## config.mk

```make
export PLATFORM = sky130hd
export DESIGN_NAME = rv_ifu
export DESIGN_NICKNAME = d
export VERILOG_FILES = /design/src/rtl/rv_ifu.sv
export SDC_FILE = /design/constraint.sdc
export NUM_CORES = 1
export LEC_CHECK = 0
export CAP_MARGIN = 20
export CORE_ASPECT_RATIO = 1.5
export CORE_MARGIN = 4
export CORE_UTILIZATION = 40
export CTS_CLUSTER_DIAMETER = 40
export DETAILED_ROUTE_END_ITERATION = 7
export PLACE_DENSITY = 0.62
export SKIP_CTS_REPAIR_TIMING = 1
export SLEW_MARGIN = 5
export SYNTH_ARGS = -nofsm -noshare
export SYNTH_HDL_FRONTEND = slang
export SYNTH_SLANG_ARGS = --single-unit
```

## constraint.sdc

```tcl
create_clock -name clk -period 11.7 [get_ports clk]
set_input_delay 1.755 -clock clk [delete_from_list [all_inputs] [get_ports clk]]
set_output_delay 1.755 -clock clk [all_outputs]
set_load 0.01 [all_outputs]
```

## src/rtl/rv_ifu.sv

```systemverilog
// rv_ifu: RV32I instruction fetch unit with credit-limited req/gnt fetch, in-order buffer and redirect flush.
// Define RV_IFU_PERF_EN to add the perf_starve_o decode-starvation counter.
module rv_ifu #(
  parameter int unsigned     XLEN       = 32,
  parameter logic [XLEN-1:0] RESET_PC   = '0,
  parameter int unsigned     FIFO_DEPTH = 2
) (
  input  logic            clk,
  input  logic            rstn,
  output logic            imem_req_o,
  output logic [XLEN-1:0] imem_addr_o,
  input  logic            imem_gnt_i,
  input  logic            imem_rvalid_i,
  input  logic [31:0]     imem_rdata_i,
  input  logic            redirect_i,
  input  logic [XLEN-1:0] redirect_pc_i,
  output logic            id_valid_o,
  input  logic            id_ready_i,
  output logic [XLEN-1:0] id_pc_o,
  output logic [31:0]     id_instr_o,
  output logic [6:0]      id_opcode_o
`ifdef RV_IFU_PERF_EN
  ,
  output logic [31:0]     perf_starve_o
`endif
);

  localparam int unsigned PW      = $clog2(FIFO_DEPTH);
  localparam int unsigned CW      = PW + 1;
  localparam logic [CW:0] CREDITS = (CW+1)'(FIFO_DEPTH);
  localparam logic [31:0] NOP     = 32'h0000_0013;

  typedef enum logic [0:0] {FETCH, DRAIN} state_t;

  state_t          state, state_next;
  logic [XLEN-1:0] fetch_pc, fetch_pc_next;
  logic [CW-1:0]   count, count_next;
  logic [CW-1:0]   outstanding, outstanding_next;
  logic [CW-1:0]   discard, discard_next;
  logic [PW-1:0]   rd_ptr, wr_ptr, tag_rd, tag_wr;
  logic            grant, push, pop, req_next;

  logic [XLEN-1:0] tag_mem   [FIFO_DEPTH];
  logic [XLEN-1:0] pc_mem    [FIFO_DEPTH];
  logic [31:0]     instr_mem [FIFO_DEPTH];

  always_comb begin
    // NOTE: every signal assigned here gets a default first, so no path through the block can infer a latch.
    grant            = imem_req_o & imem_gnt_i;
    pop              = id_valid_o & id_ready_i & ~redirect_i;
    push             = imem_rvalid_i & ~redirect_i & (discard == '0);
    outstanding_next = outstanding + CW'(grant) - CW'(imem_rvalid_i);
    count_next       = redirect_i ? '0 : count + CW'(push) - CW'(pop);
    discard_next     = discard;
    state_next       = state;
    fetch_pc_next    = fetch_pc;

    if (redirect_i) begin
      // In DRAIN every outstanding word is already stale, so this also leaves discard unchanged there.
      discard_next  = outstanding_next;
      state_next    = (outstanding_next != '0) ? DRAIN : FETCH;
      fetch_pc_next = redirect_pc_i & ~XLEN'(3);
    end else begin
      if (imem_rvalid_i && discard != '0) discard_next = discard - CW'(1);
      if (grant) fetch_pc_next = fetch_pc + XLEN'(4);
      if (state == DRAIN && discard == '0) state_next = FETCH;
    end

    // Buffered plus in-flight words may never exceed the buffer, so a push always has room.
    req_next = (state_next == FETCH) &&
               (({1'b0, count_next} + {1'b0, outstanding_next}) < CREDITS);
  end

  always_ff @(posedge clk or negedge rstn) begin
    // NOTE: sequential state uses non-blocking assignments so every register samples pre-edge values.
    if (!rstn) begin
      state       <= FETCH;
      fetch_pc    <= RESET_PC;
      imem_req_o  <= 1'b0;
      count       <= '0;
      outstanding <= '0;
      discard     <= '0;
      rd_ptr      <= '0;
      wr_ptr      <= '0;
      tag_rd      <= '0;
      tag_wr      <= '0;
    end else begin
      state       <= state_next;
      fetch_pc    <= fetch_pc_next;
      imem_req_o  <= req_next;
      count       <= count_next;
      outstanding <= outstanding_next;
      discard     <= discard_next;
      if (redirect_i) begin
        rd_ptr <= '0;
        wr_ptr <= '0;
      end else begin
        if (push) wr_ptr <= wr_ptr + PW'(1);
        if (pop)  rd_ptr <= rd_ptr + PW'(1);
      end
      // Tags track every issued request, stale or not, so they stay aligned with responses.
      if (grant)         tag_wr <= tag_wr + PW'(1);
      if (imem_rvalid_i) tag_rd <= tag_rd + PW'(1);
    end
  end

  // NOTE: the storage arrays carry no reset; count gates every read, so stale contents are never observed.
  always_ff @(posedge clk) begin
    if (grant) tag_mem[tag_wr] <= fetch_pc;
    if (push) begin
      pc_mem[wr_ptr]    <= tag_mem[tag_rd];
      instr_mem[wr_ptr] <= imem_rdata_i;
    end
  end

  assign imem_addr_o = fetch_pc;
  assign id_valid_o  = (count != '0);
  assign id_pc_o     = id_valid_o ? pc_mem[rd_ptr] : '0;
  assign id_instr_o  = id_valid_o ? instr_mem[rd_ptr] : NOP;
  assign id_opcode_o = id_instr_o[6:0];

`ifdef RV_IFU_PERF_EN
  logic starve;
  assign starve = id_ready_i & ~id_valid_o & ~redirect_i;

  always_ff @(posedge clk or negedge rstn) begin
    if (!rstn)                                perf_starve_o <= '0;
    else if (starve && perf_starve_o != '1)   perf_starve_o <= perf_starve_o + 32'd1;
  end
`endif

endmodule

```

==> summary.md <==
Setup slack closes at 6.777 ns. Number of antenna violations at the first check in global routing: 0. Dividing the detail-routed wire length by the instance count gives 18.18 um.

Clock latency on the worst-skew pair, taken at its later pin, is 0.51 ns. The critical path in this run is classified as primary input to register. The tools report the setup total negative slack as 0 ns. The library cells used most frequently in the layout, excluding fill and tap cells, are 184 x edfxtp_1, 167 x clkdlybuf4s50_1, 78 x nor2_1, 63 x mux2i_1, 41 x dfrtp_1. The final layout contains 879 nets. The root buffer cell chosen for the clock tree is clkbuf_16.

The filler cell count in the final layout was 1980. The run gives 226 as the clock sink count. By area the synthesized netlist is led by edfxtp_1 59%, dfrtp_1 11%, mux2i_1 6.8%.

The total global-route track usage came out at 0.1527. The gate count of the mapped netlist was 642; the width of the die was 132.5 um. Once detail routing completed, the nets flagged for antenna violations numbered 0. For the number of remaining DRC errors, the log shows 0. Summing all non-filler instances in the final layout gives an area of 0.01196 mm2. Number of levels the H-tree was split into: 1. Summing over every cut layer, the via total after detailed routing is 5677. The tightest hold path in the finished design has a slack of 0.5134 ns. The run gives 12.11 ns as the critical path required time. The average instance in the mapped netlist occupies 14.48 um2. The post-synthesis compound-gate area fraction is 0.03257, and the number of antenna cells inserted is 0. Yosys printed 0 warnings. After clock tree synthesis, the clock-pin slew on the worst setup and hold paths is 0.06 ns. For the maximum buffer depth of the clock tree, the log shows 3. The maximum number of pins on one net before global-route repair was 64.

The clock arrives with 0.01695 ns of skew. Setup repair after global routing left no endpoint under its margin. For the pin with the worst max-slew slack, the measured transition is 0.9790 ns. The shortest period the worst path allows was 4.923 ns.

For the routability-driven placement congestion ratio, the log shows 0.8139. The adder-cell area share of the yosys netlist was 0.01023; the post-layout total power was 2.284 mW. The simple-gate portion of the synthesized area was 0.09785; the maximum single-stage delay on the critical path was 0.77 ns.

Power per cell area: 191.0 mW/mm2. Grouping stages by cell kind, the critical path spends the most delay in buffers and inverters. For the residual overflow from global routing, the log shows 0. The ratio of cells with drive above 1 in the final layout is 0.1050, and the number of standard-cell rows in the floorplan is 68. Of all nets on the critical path, the largest fanout is 47. The area fraction of the dominant cell type after synthesis works out to 0.5943.

The cell at the slowest stage of the critical path was inv_1. Dominant combinational cell family by area after synthesis: multiplexers. The tightest min-delay check is of the register to register type. Data on the critical path arrives at its endpoint at 5.33 ns.

Across the run, the number of max-cap violations was 0. The count of state elements after synthesis is 226, and the die footprint is 0.02579 mm2. The worst setup path is launched from a primary input. The xor/xnor cell area share of the yosys netlist was 0.01857; the signed area change from the synthesized netlist to the final layout was 28.63%. The highest attainable clock frequency came out at 203.1 MHz. The flow ran to the end, and the final reports show no timing, DRC or antenna violations.

For the via count of the first global-routing pass, the log shows 6185. The largest total area in the synthesized netlist belongs to edfxtp_1. Counting both buffers and inverters, the worst setup path holds a total of 4.

The post-detailed-placement cell area is 0.01120 mm2, and the total I/O pin count is 175. Walking the worst path, the cells encountered are clkdlybuf4s50_1, buf_4, inv_1, nand3_1, ha_1, inv_1, ha_1, xor2_1, xnor2_1, nor2_1, fa_1, nor3_1. TritonCTS built the clock tree. The wire-length estimate of the detail-placed layout is 13.17 mm. The share of synthesized area occupied by flip-flops and latches is 0.7074. For the initial standard-cell utilization of the core, the log shows 0.4047.

STA classifies the critical path endpoint as a register. The final cycle utilization of the critical path is 0.4208. After floorplanning, the core was sized to cover 0.02297 mm2.

The final count of hold timing violations was 0; the ratio of routed vias to standard cells was 5.166. The run gives 171 as the count of routing violations after the opening detailed-route iteration. At the placement stage, the worst setup path has a slack of 6.324 ns. Wires add up to 19.98 mm.

The number of optimization iterations in the first detailed-route pass was 4; the final count of pins violating max slew was 0. The tools report the number of buffers created by CTS as 23. The mux contribution to synthesized area is 0.1042.

The number of setup violations in the final report was 0; the global-route wire length before repair was 31.97 mm. The library cell used most frequently in the layout, excluding fill and tap cells, is edfxtp_1. In this run the vertical extent of the chip is 194.7 um.

The worst-case IR drop observed on VDD is 0.1002 mV. In this run the tool buffered the top-level ports with 168 buffer cells. The analysis attributes to cell leakage a power of 4.034 nW. Counting distinct cell types in the post-synthesis netlist gives 39. The worst-case headroom to the max-slew limit was 0.3466; the post-synth design cell area was 0.009296 mm2.
## synthesized netlist by cell type (all sizes together)
library cell	number
edfxtp	184
nor2	82
mux2i	63
dfrtp	42
nand2	36
mux2	30
buf	24
clkbuf	21
o21ai	19
or4	18
nand3	15
inv	13
nand4	13
a31oi	12
o31ai	9
xor2	9
xnor2	8
ha	6
and3	5
and4	5
o211ai	5
nor3	4
or3	4
and2	3
a21oi	2
nand2b	2
a31o	1
conb	1
fa	1
nor2b	1
nor4	1
o41ai	1
or2	1
xor3	1
## area by class of cell
type | count | area [um2] | area share
tap | 280 | 350.3 | 0.02930
inverter | 13 | 51.30 | 0.004290
sequential | 226 | 6580 | 0.5503
clock buffer | 25 | 583.1 | 0.04876
timing repair buffer | 177 | 1777 | 0.1486
multi-input combinational | 361 | 2489 | 0.2081
clock inverter | 17 | 127.6 | 0.01067
## cell families after synthesis
family	after synthesis
AND/OR/NAND/NOR	190
flip-flops	226
adder cells (fa/ha/maj)	7
XOR/XNOR	18
AO/OA/AOI/OAI	49
buffers and inverters	58
other	1
multiplexers	93
## registers in the layout, indices dropped and copies added, names as in the netlist
| signal | count |
|---|---|
| instr_mem | 64 |
| pc_mem | 60 |
| tag_mem | 60 |
| imem_addr_o | 30 |
| count | 2 |
| discard | 2 |
| outstanding | 2 |
| imem_req_o | 1 |
| rd_ptr | 1 |
| state | 1 |
| tag_rd | 1 |
| tag_wr | 1 |
| wr_ptr | 1 |
## routing by layer
layer	vias to the layer above	track usage	wire length, um
li1	2701	-	-
met5	-	0	0
met2	186	0.2929	10790
met3	43	0.02408	909
met1	2747	0.1688	7717
met4	0	0.05316	558
## power by group
part           total (mW)  leakage (nW)  internal, mW  switching [mW]
logic               0.550          1.51         0.277           0.273
registers            1.05          2.17         0.991          0.0620
clock network       0.681         0.355         0.386           0.294
## path summary, 6_finish.rpt
check                           start         endpoint  slack [ns]  cells past startpoint
max                        redirect_i       imem_req_o        6.78                     12
min                            tag_wr           tag_wr        0.51                      1
max reg2reg                  count[1]       imem_req_o        8.38                     13
min reg2reg                    tag_wr           tag_wr        0.51                      1
max in group asynchronous        rstn         count[1]       10.01                      2
min in group asynchronous        rstn  imem_addr_o[19]        1.19                      1
## per-stage QoR
stage                     std cells    util
after floorplan                 645       -
after global placement         1055  0.4875
after detailed placement       1055  0.4875
after CTS                      1097  0.5185
after global routing           1099  0.5205
final                          1099  0.5205
## worst reg2reg max path, stage by stage (launching register included)
cell and delay (ns):
dfrtp_1 0.41, nor2_4 0.11, buf_4 0.53, inv_1 0.29, nand2_1 0.22, nor2_1 0.06
ha_1 0.29, inv_1 0.05, ha_1 0.14, xor2_1 0.19, xnor2_1 0.14, nor2_1 0.09
fa_1 0.49, nor3_1 0.22
Note: power is estimated with default switching activity, not from simulation.
